==> config.mk <==
export PLATFORM = sky130hd
export DESIGN_NAME = shift_unit_seq
export DESIGN_NICKNAME = d
export VERILOG_FILES = /design/src/rtl/shift_unit_seq.sv
export SDC_FILE = /design/constraint.sdc
export NUM_CORES = 1
export LEC_CHECK = 0
export ABC_AREA = 1
export CORE_UTILIZATION = 45
export CTS_CLUSTER_SIZE = 10
export DETAILED_ROUTE_END_ITERATION = 16
export DONT_BUFFER_PORTS = 1
export PLACE_DENSITY = 0.64
export SLEW_MARGIN = 20
export SYNTH_ARGS = -nofsm -noshare
export SYNTH_HDL_FRONTEND = slang
export SYNTH_SLANG_ARGS = --single-unit
==> constraint.sdc <==
create_clock -name clk -period 1.4 [get_ports clk]
set_input_delay 0.21 -clock clk [delete_from_list [all_inputs] [get_ports clk]]
set_output_delay 0.21 -clock clk [all_outputs]
set_load 0.02 [all_outputs]
==> src/rtl/shift_unit_seq.sv <==
// Iterative shift unit: moves the latched operand one bit per clock (SLL/SRL/SRA/ROR)
// under a start/busy/done handshake; result holds until the next accepted start.
module shift_unit_seq #(
  parameter int WIDTH   = 32,
  parameter int SHAMT_W = 5
) (
  input  logic               clk,
  input  logic               reset,
  input  logic               start,
  input  logic [1:0]         op,
  input  logic [SHAMT_W-1:0] shamt,
  input  logic [WIDTH-1:0]   data_in,
  output logic               busy,
  output logic               done,
  output logic [WIDTH-1:0]   result
);

  typedef enum logic [1:0] {
    IDLE  = 2'd0,
    SHIFT = 2'd1,
    DONE  = 2'd2
  } state_t;

  localparam logic [1:0] OP_SLL = 2'b00;
  localparam logic [1:0] OP_SRL = 2'b01;
  localparam logic [1:0] OP_SRA = 2'b10;
  localparam logic [1:0] OP_ROR = 2'b11;

  localparam logic [SHAMT_W-1:0] COUNT_ONE = SHAMT_W'(1);

  state_t             state_q,  state_d;
  logic [SHAMT_W-1:0] count_q,  count_d;
  logic [1:0]         op_q,     op_d;
  logic [WIDTH-1:0]   result_q, result_d;
  logic               busy_q,   busy_d;
  logic               done_q,   done_d;
  logic [WIDTH-1:0]   step;

  // Single-bit move of the working register, selected by the op latched at start.
  always_comb begin
    step = result_q;
    case (op_q)
      OP_SLL:  step = {result_q[WIDTH-2:0], 1'b0};
      OP_SRL:  step = {1'b0, result_q[WIDTH-1:1]};
      OP_SRA:  step = {result_q[WIDTH-1], result_q[WIDTH-1:1]};
      OP_ROR:  step = {result_q[0], result_q[WIDTH-1:1]};
      default: step = result_q;
    endcase
  end

  always_comb begin
    state_d  = state_q;
    count_d  = count_q;
    op_d     = op_q;
    result_d = result_q;

    case (state_q)
      IDLE: begin
        if (start) begin
          result_d = data_in;
          count_d  = shamt;
          op_d     = op;
          state_d  = (shamt != '0) ? SHIFT : DONE;
        end
      end

      SHIFT: begin
        result_d = step;
        count_d  = count_q - COUNT_ONE;
        if (count_q == COUNT_ONE) begin
          state_d = DONE;
        end
      end

      DONE: begin
        state_d = IDLE;
      end

      default: begin
        state_d = IDLE;
      end
    endcase

    // Status flags are decoded from the next state so they leave a flop cleanly.
    busy_d = (state_d == SHIFT);
    done_d = (state_d == DONE);
  end

  always_ff @(posedge clk or posedge reset) begin
    if (reset) begin
      state_q  <= IDLE;
      count_q  <= '0;
      op_q     <= OP_SLL;
      result_q <= '0;
      busy_q   <= 1'b0;
      done_q   <= 1'b0;
    end else begin
      state_q  <= state_d;
      count_q  <= count_d;
      op_q     <= op_d;
      result_q <= result_d;
      busy_q   <= busy_d;
      done_q   <= done_d;
    end
  end

  assign busy   = busy_q;
  assign done   = done_q;
  assign result = result_q;

endmodule

==> metrics.cfg, run 1 <==
[critical_path]
r2r_slack_ns=0.1
cp_max_fo=12
cp_slowest_cell=dfrtp_1
rr_worst_depth=6
max_stage_delay_ns=0.42
worstPathArrival_ns=1.51
path_class=reg -> reg
cp.required_ns=1.61
path_cells=inv_2 -> nand2_4 -> nand2_8 -> buf_4 -> nor2_1 -> a21oi_1
r2r-start=state_q[1]$_DFF_PP0_
crit_buf_inv=2
cp-start-kind=flip-flop
setup.worst_path.end_class=flip-flop
cpLargestDelayFamily=flip-flops
timing.rr.end=result[27]$_DFFE_PP0P_

[placement]
gp_congestion=0.817
place.port_buffers=0
dp_hpwl_um=4220
place_ws_ns=0.0719

[yosys]
syn_nets=403
synth_top_cell_area_share_pct=42.5
yosys_warnings=0
synth.largest_area_cell=dfrtp_1
syn_inst=359
avgSynthCellArea_um2=7.05
synth-seq-cells=43
ys_types=21
synth.area.top_cells=dfrtp_1 (43%), nand2_1 (13%), nand3_1 (8.5%)
ys_seq_area_share_pct=42.5
synth_area_um2=2530

[timing]
fin_crit_sh_pct=93.0
fin_ws_ns=0.0974
grt_setup_unrepaired=true
hold-worst-slack_ns=0.0520
fin_crit_ns=1.30
fmax_mhz=768
tightest_slew_ns=0.307
drv_slew=0
hold_viol=0
setup-violations-final=0
fin_worst_skew_ns=0.00621
max-slew-margin-rel_pct=79.6

[power]
p_leak_uw=0.00135
vdd_ir_drop_max_v=0.00122
p_per_area_nw_per_um2=2950

[die]
die_area_um2=5930
rows=26
die_x_um=77
io_pins=76
die_h_um=77
core-area_um2=5270
initial_core_util_pct=48.0

[clock_tree]
htree_levels=2
clk_pin_slew_ns=0.08
cts_tree=built
numCtsBuffers=5
cts_num_sinks=43
clockBufferDepth=2
cts_root_buf=clkbuf_8
clock_latency_ns=0.29

[route]
drtIter0Drc=184
ant_nets=0
vias=2261
drc_errors=0
routed_wl_um=6000
first_pass_iters=4
wire_per_inst_um=14.0
via_per_inst=5.28

[final_layout]
multi_input_area_um2=1160
final_common_cell=nand2_1
fillCellCount=549
drive_gt1_share_pct=6.98
area_growth_pct=6.08
n_antenna_cell=0
layout_common_cells=nand2_1 (91), nand3_1 (43), dfrtp_1 (43), nor2_1 (41), inv_1 (40)
seqCellArea_um2=1080
nets=403

[grt]
first_global_vias=2101
grt.overflow.total=0
grt.total_usage_pct=21.6
grt_pass1_wl_um=10200
antenna_found_initial=1
grt_max_degree=44

[min_path]
min_to=count_q[2]$_DFFE_PP0P_
hold_path_class=in -> reg
hp-start=shamt[2]
hold_depth=2

[job]
drv_cap=0

[status]
status=completed

==> per-layer routing <==
| layer | track usage (%) | routed length (um) |
|---|---|---|
| met2 | 34.0 | 2790 |
| met3 | 7.38 | 469 |
| met4 | 5.47 | 60 |
| met5 | 0 | 13 |
| met1 | 28.4 | 2670 |
==> report_power, final <==
group / switching (uW) / total [uW] / internal, uW
clock network: 410 / 744 / 334
logic: 2550 / 4020 / 1470
registers: 1250 / 3170 / 1920
total: 4200 / 7930 / 3730
==> through the flow <==
stage               instances  TNS (ns)  cell area, um2  util, %  total power [uW]
finish                    428         0            2690     50.9              7930
global route              428   -0.0303            2690     50.9              8780
CTS                       428         0            2670     50.6              7930
detailed placement        421         0            2580     49.0              7170
global placement          421         0            2580     49.0              7080
floorplan                 359         0            2530        -              6410
==> worst register-to-register path, cell delays in order (launching register included) <==
cell	delay (ns)
dfrtp_1	0.42
inv_2	0.13
nand2_4	0.16
nand2_8	0.16
buf_4	0.17
nor2_1	0.05
a21oi_1	0.15
==> cells by family after synthesis <==
logic type | count (synthesis) | synth area share, %
AOI/OAI and AO/OA | 68 | 13.4
xor gates and xnor gates | 1 | 0.346
adders and majority gates | 2 | 0.988
buffers and inverters | 62 | 12.3
DFF | 43 | 42.5
and+or+nand+nor | 183 | 30.4
==> cell usage after synthesis (all sizes together) <==
cell type and count:
buf 18, clkinv 1, ha 2, dfrtp 43, nand3 43, nor2 44, clkbuf 1, nor3 1
o21ai 36, nand2 94, inv 42, xor2 1, or2 1, a21oi 32
==> cell type report <==
class	count	share of cell area, %
Multi-Input combinational cell	254	43.1
Sequential cell	43	40.1
Inverter	43	6.48
Timing Repair Buffer	12	4.38
Tap cell	70	3.26
Clock buffer	6	2.70
==> flip-flops by register name, indices dropped and copies added (netlist names) <==
register  cells
busy          1
count_q       5
done          1
op_q          2
result       32
state_q       2
==> how the worst max path moves through the flow <==
stage | endpoint | slack [ns] | cells after the start | from
3_3_place_gp | count_q[3]$_DFFE_PP0P_ | 0.11 | 7 | state_q[1]$_DFF_PP0_
2_1_floorplan | busy$_DFF_PP0_ | 0.19 | 1 | reset
4_1_cts | count_q[3]$_DFFE_PP0P_ | 0.07 | 6 | state_q[0]$_DFF_PP0_
6_report | result[27]$_DFFE_PP0P_ | 0.1 | 6 | state_q[1]$_DFF_PP0_
5_1_grt | result[27]$_DFFE_PP0P_ | -0.01 | 6 | state_q[1]$_DFF_PP0_
3_5_place_dp | count_q[3]$_DFFE_PP0P_ | 0.07 | 6 | state_q[0]$_DFF_PP0_
==> repair_timing <==
action | in CTS | in global routing
hold buffers | 1 | 0
gates resized for setup | 0 | 6
hold endpoints to repair | 43 | 0
buffers inserted | 0 | 0
setup endpoints to repair | 0 | 8
Power figures use the tool's default switching activity.
==> inputs of run 2 (changes only) <==
--- a/config.mk
+++ b/config.mk
@@ -11,6 +11,7 @@
 export DETAILED_ROUTE_END_ITERATION = 16
 export DONT_BUFFER_PORTS = 1
 export PLACE_DENSITY = 0.64
+export SETUP_SLACK_MARGIN = 0.05
 export SLEW_MARGIN = 20
 export SYNTH_ARGS = -nofsm -noshare
 export SYNTH_HDL_FRONTEND = slang
==> metrics.cfg, run 2 (synthesis results as in run 1) <==
[status]
status=completed

[timing]
fin_crit_sh_pct=92.0  ; -1.1 points
tightest_slew_ns=0.317  ; +0.0103 ns
fin_worst_skew_ns=0.00566  ; -0.000546 ns
fmax_mhz=777  ; +1.2%
tns_ns=0  ; unchanged
fin_crit_ns=1.29  ; -0.0152 ns
grt_setup_unrepaired=true
max-slew-margin-rel_pct=78.9  ; -0.68 points
setup-violations-final=0  ; unchanged
hold_viol=0  ; unchanged
drv_slew=0  ; unchanged

[critical_path]
worstPathArrival_ns=1.49  ; -0.02 ns
rr_worst_depth=6  ; unchanged
r2r-start=state_q[1]$_DFF_PP0_
cp.required_ns=1.61  ; about the same
r2r_slack_ns=0.11  ; +0.02 ns
timing.rr.end=result[27]$_DFFE_PP0P_
cp_max_fo=13  ; +1
cp-start-kind=flip-flop
setup.worst_path.end_class=flip-flop
path_class=reg -> reg

[min_path]
hold_path_class=in -> reg
hold_depth=2  ; unchanged
hp-start=shamt[2]
min_to=count_q[2]$_DFFE_PP0P_

[final_layout]
final_common_cell=nand2_1
area_growth_pct=7.41
nets=405  ; +0.50%
layout_common_cells=nand2_1 (91), nand3_1 (43), dfrtp_1 (43), nor2_1 (41), inv_1 (40)
fillCellCount=549  ; unchanged
design_area_um2=2720  ; +1.3%
n_antenna_cell=0  ; unchanged
largest_reg_flops=32  ; unchanged
drive_gt1_share_pct=7.50  ; +0.52 points
fin_util_pct=51.6  ; +0.64 points

[route]
wire_per_inst_um=14.1  ; +0.55%
first_pass_iters=4  ; unchanged
routed_wl_um=6070  ; +1.0%
via_per_inst=5.32  ; +0.72%
vias=2288  ; +1.2%
drtIter0Drc=144  ; -22%
ant_nets=0  ; unchanged
drc_errors=0  ; unchanged

[placement]
place.port_buffers=0  ; unchanged
gp_congestion=0.817  ; unchanged
dp_hpwl_um=4220  ; unchanged
place_area_um2=2580  ; unchanged

[clock_tree]
cts_num_sinks=43  ; unchanged
clk_pin_slew_ns=0.08  ; about the same
cts_root_buf=clkbuf_8
clock_latency_ns=0.29  ; about the same
clockBufferDepth=2  ; unchanged
numCtsBuffers=5  ; unchanged
htree_levels=2  ; unchanged
cts_tree=built

[power]
vdd_ir_drop_max_v=0.00123  ; +0.74%
p_per_area_nw_per_um2=2970  ; +0.41%
p_leak_uw=0.00136  ; +0.96%

[grt]
first_global_vias=2101  ; unchanged
grt_max_degree=44  ; unchanged
grt.total_usage_pct=21.6  ; unchanged
antenna_found_initial=1  ; unchanged
grt.overflow.total=0  ; unchanged
grt_pass1_wl_um=10200  ; unchanged

[die]
die_h_um=77  ; unchanged
io_pins=76  ; unchanged
initial_core_util_pct=48.0  ; unchanged
die_area_um2=5930  ; unchanged
die_x_um=77  ; unchanged
rows=26  ; unchanged
core-area_um2=5270  ; unchanged

[job]
drv_cap=0  ; unchanged

==> run 2: critical path: stages, from the launching register on <==
cell and delay, ns:
dfrtp_1 0.44, inv_4 0.13, nand2_4 0.13, nand2_8 0.14, buf_4 0.16, nor2_1 0.05
a21oi_1 0.15
==> run 2: layout make-up <==
type                            count  area, um2  share of cell area [%]
Multi-Input combinational cell    254       1170                    42.9
Sequential cell                    43       1080                    39.6
Inverter                           43        176                    6.49
Timing Repair Buffer               14        140                    5.15
Tap cell                           70       87.6                    3.22
Clock buffer                        6       72.6                    2.67
==> run 2: worst max path at each step <==
stage                              start                endpoint  slack (ns)  depth (start not counted)
finish              state_q[1]$_DFF_PP0_  result[27]$_DFFE_PP0P_        0.11                          6
global route        state_q[1]$_DFF_PP0_  result[27]$_DFFE_PP0P_        0.02                          5
detailed placement  state_q[0]$_DFF_PP0_  count_q[3]$_DFFE_PP0P_        0.07                          6
floorplan                          reset          busy$_DFF_PP0_        0.19                          1
global placement    state_q[1]$_DFF_PP0_  count_q[3]$_DFFE_PP0P_        0.11                          7
CTS                 state_q[0]$_DFF_PP0_  count_q[3]$_DFFE_PP0P_        0.07                          6
==> run 2: metal layers <==
metal  vias up  global-route usage [%]  wire, um
met5         -                       0        13
met4         2                    5.47        59
met3         6                    7.38       472
met2        76                    34.0      2830
met1      1063                    28.4      2690
li1       1141                       -         -
==> run 2: per-stage QoR <==
step	hold WS [ns]	instances	power (uW)	worst slack, ns
4_1_cts	0.0500	428	7930	0.0697
5_1_grt	0.0641	430	8900	0.0183
6_report	0.0535	430	8070	0.113
3_5_place_dp	0.167	421	7170	0.0719
2_1_floorplan	0.331	359	6410	0.187
3_3_place_gp	0.160	421	7080	0.106
==> run 2: where the power goes <==
group,switching (uW),internal (uW)
Clock,408,334
Sequential,1270,1920
Combinational,2580,1550
Total,4260,3800
==> run 2: timing repair <==
| item | CTS | global route |
|---|---|---|
| hold buffers | 1 | 0 |
| setup endpoints to repair | 0 | 39 |
| resized for setup | 0 | 12 |
| buffers inserted | 0 | 2 |
| endpoints found under the hold margin | 43 | 0 |
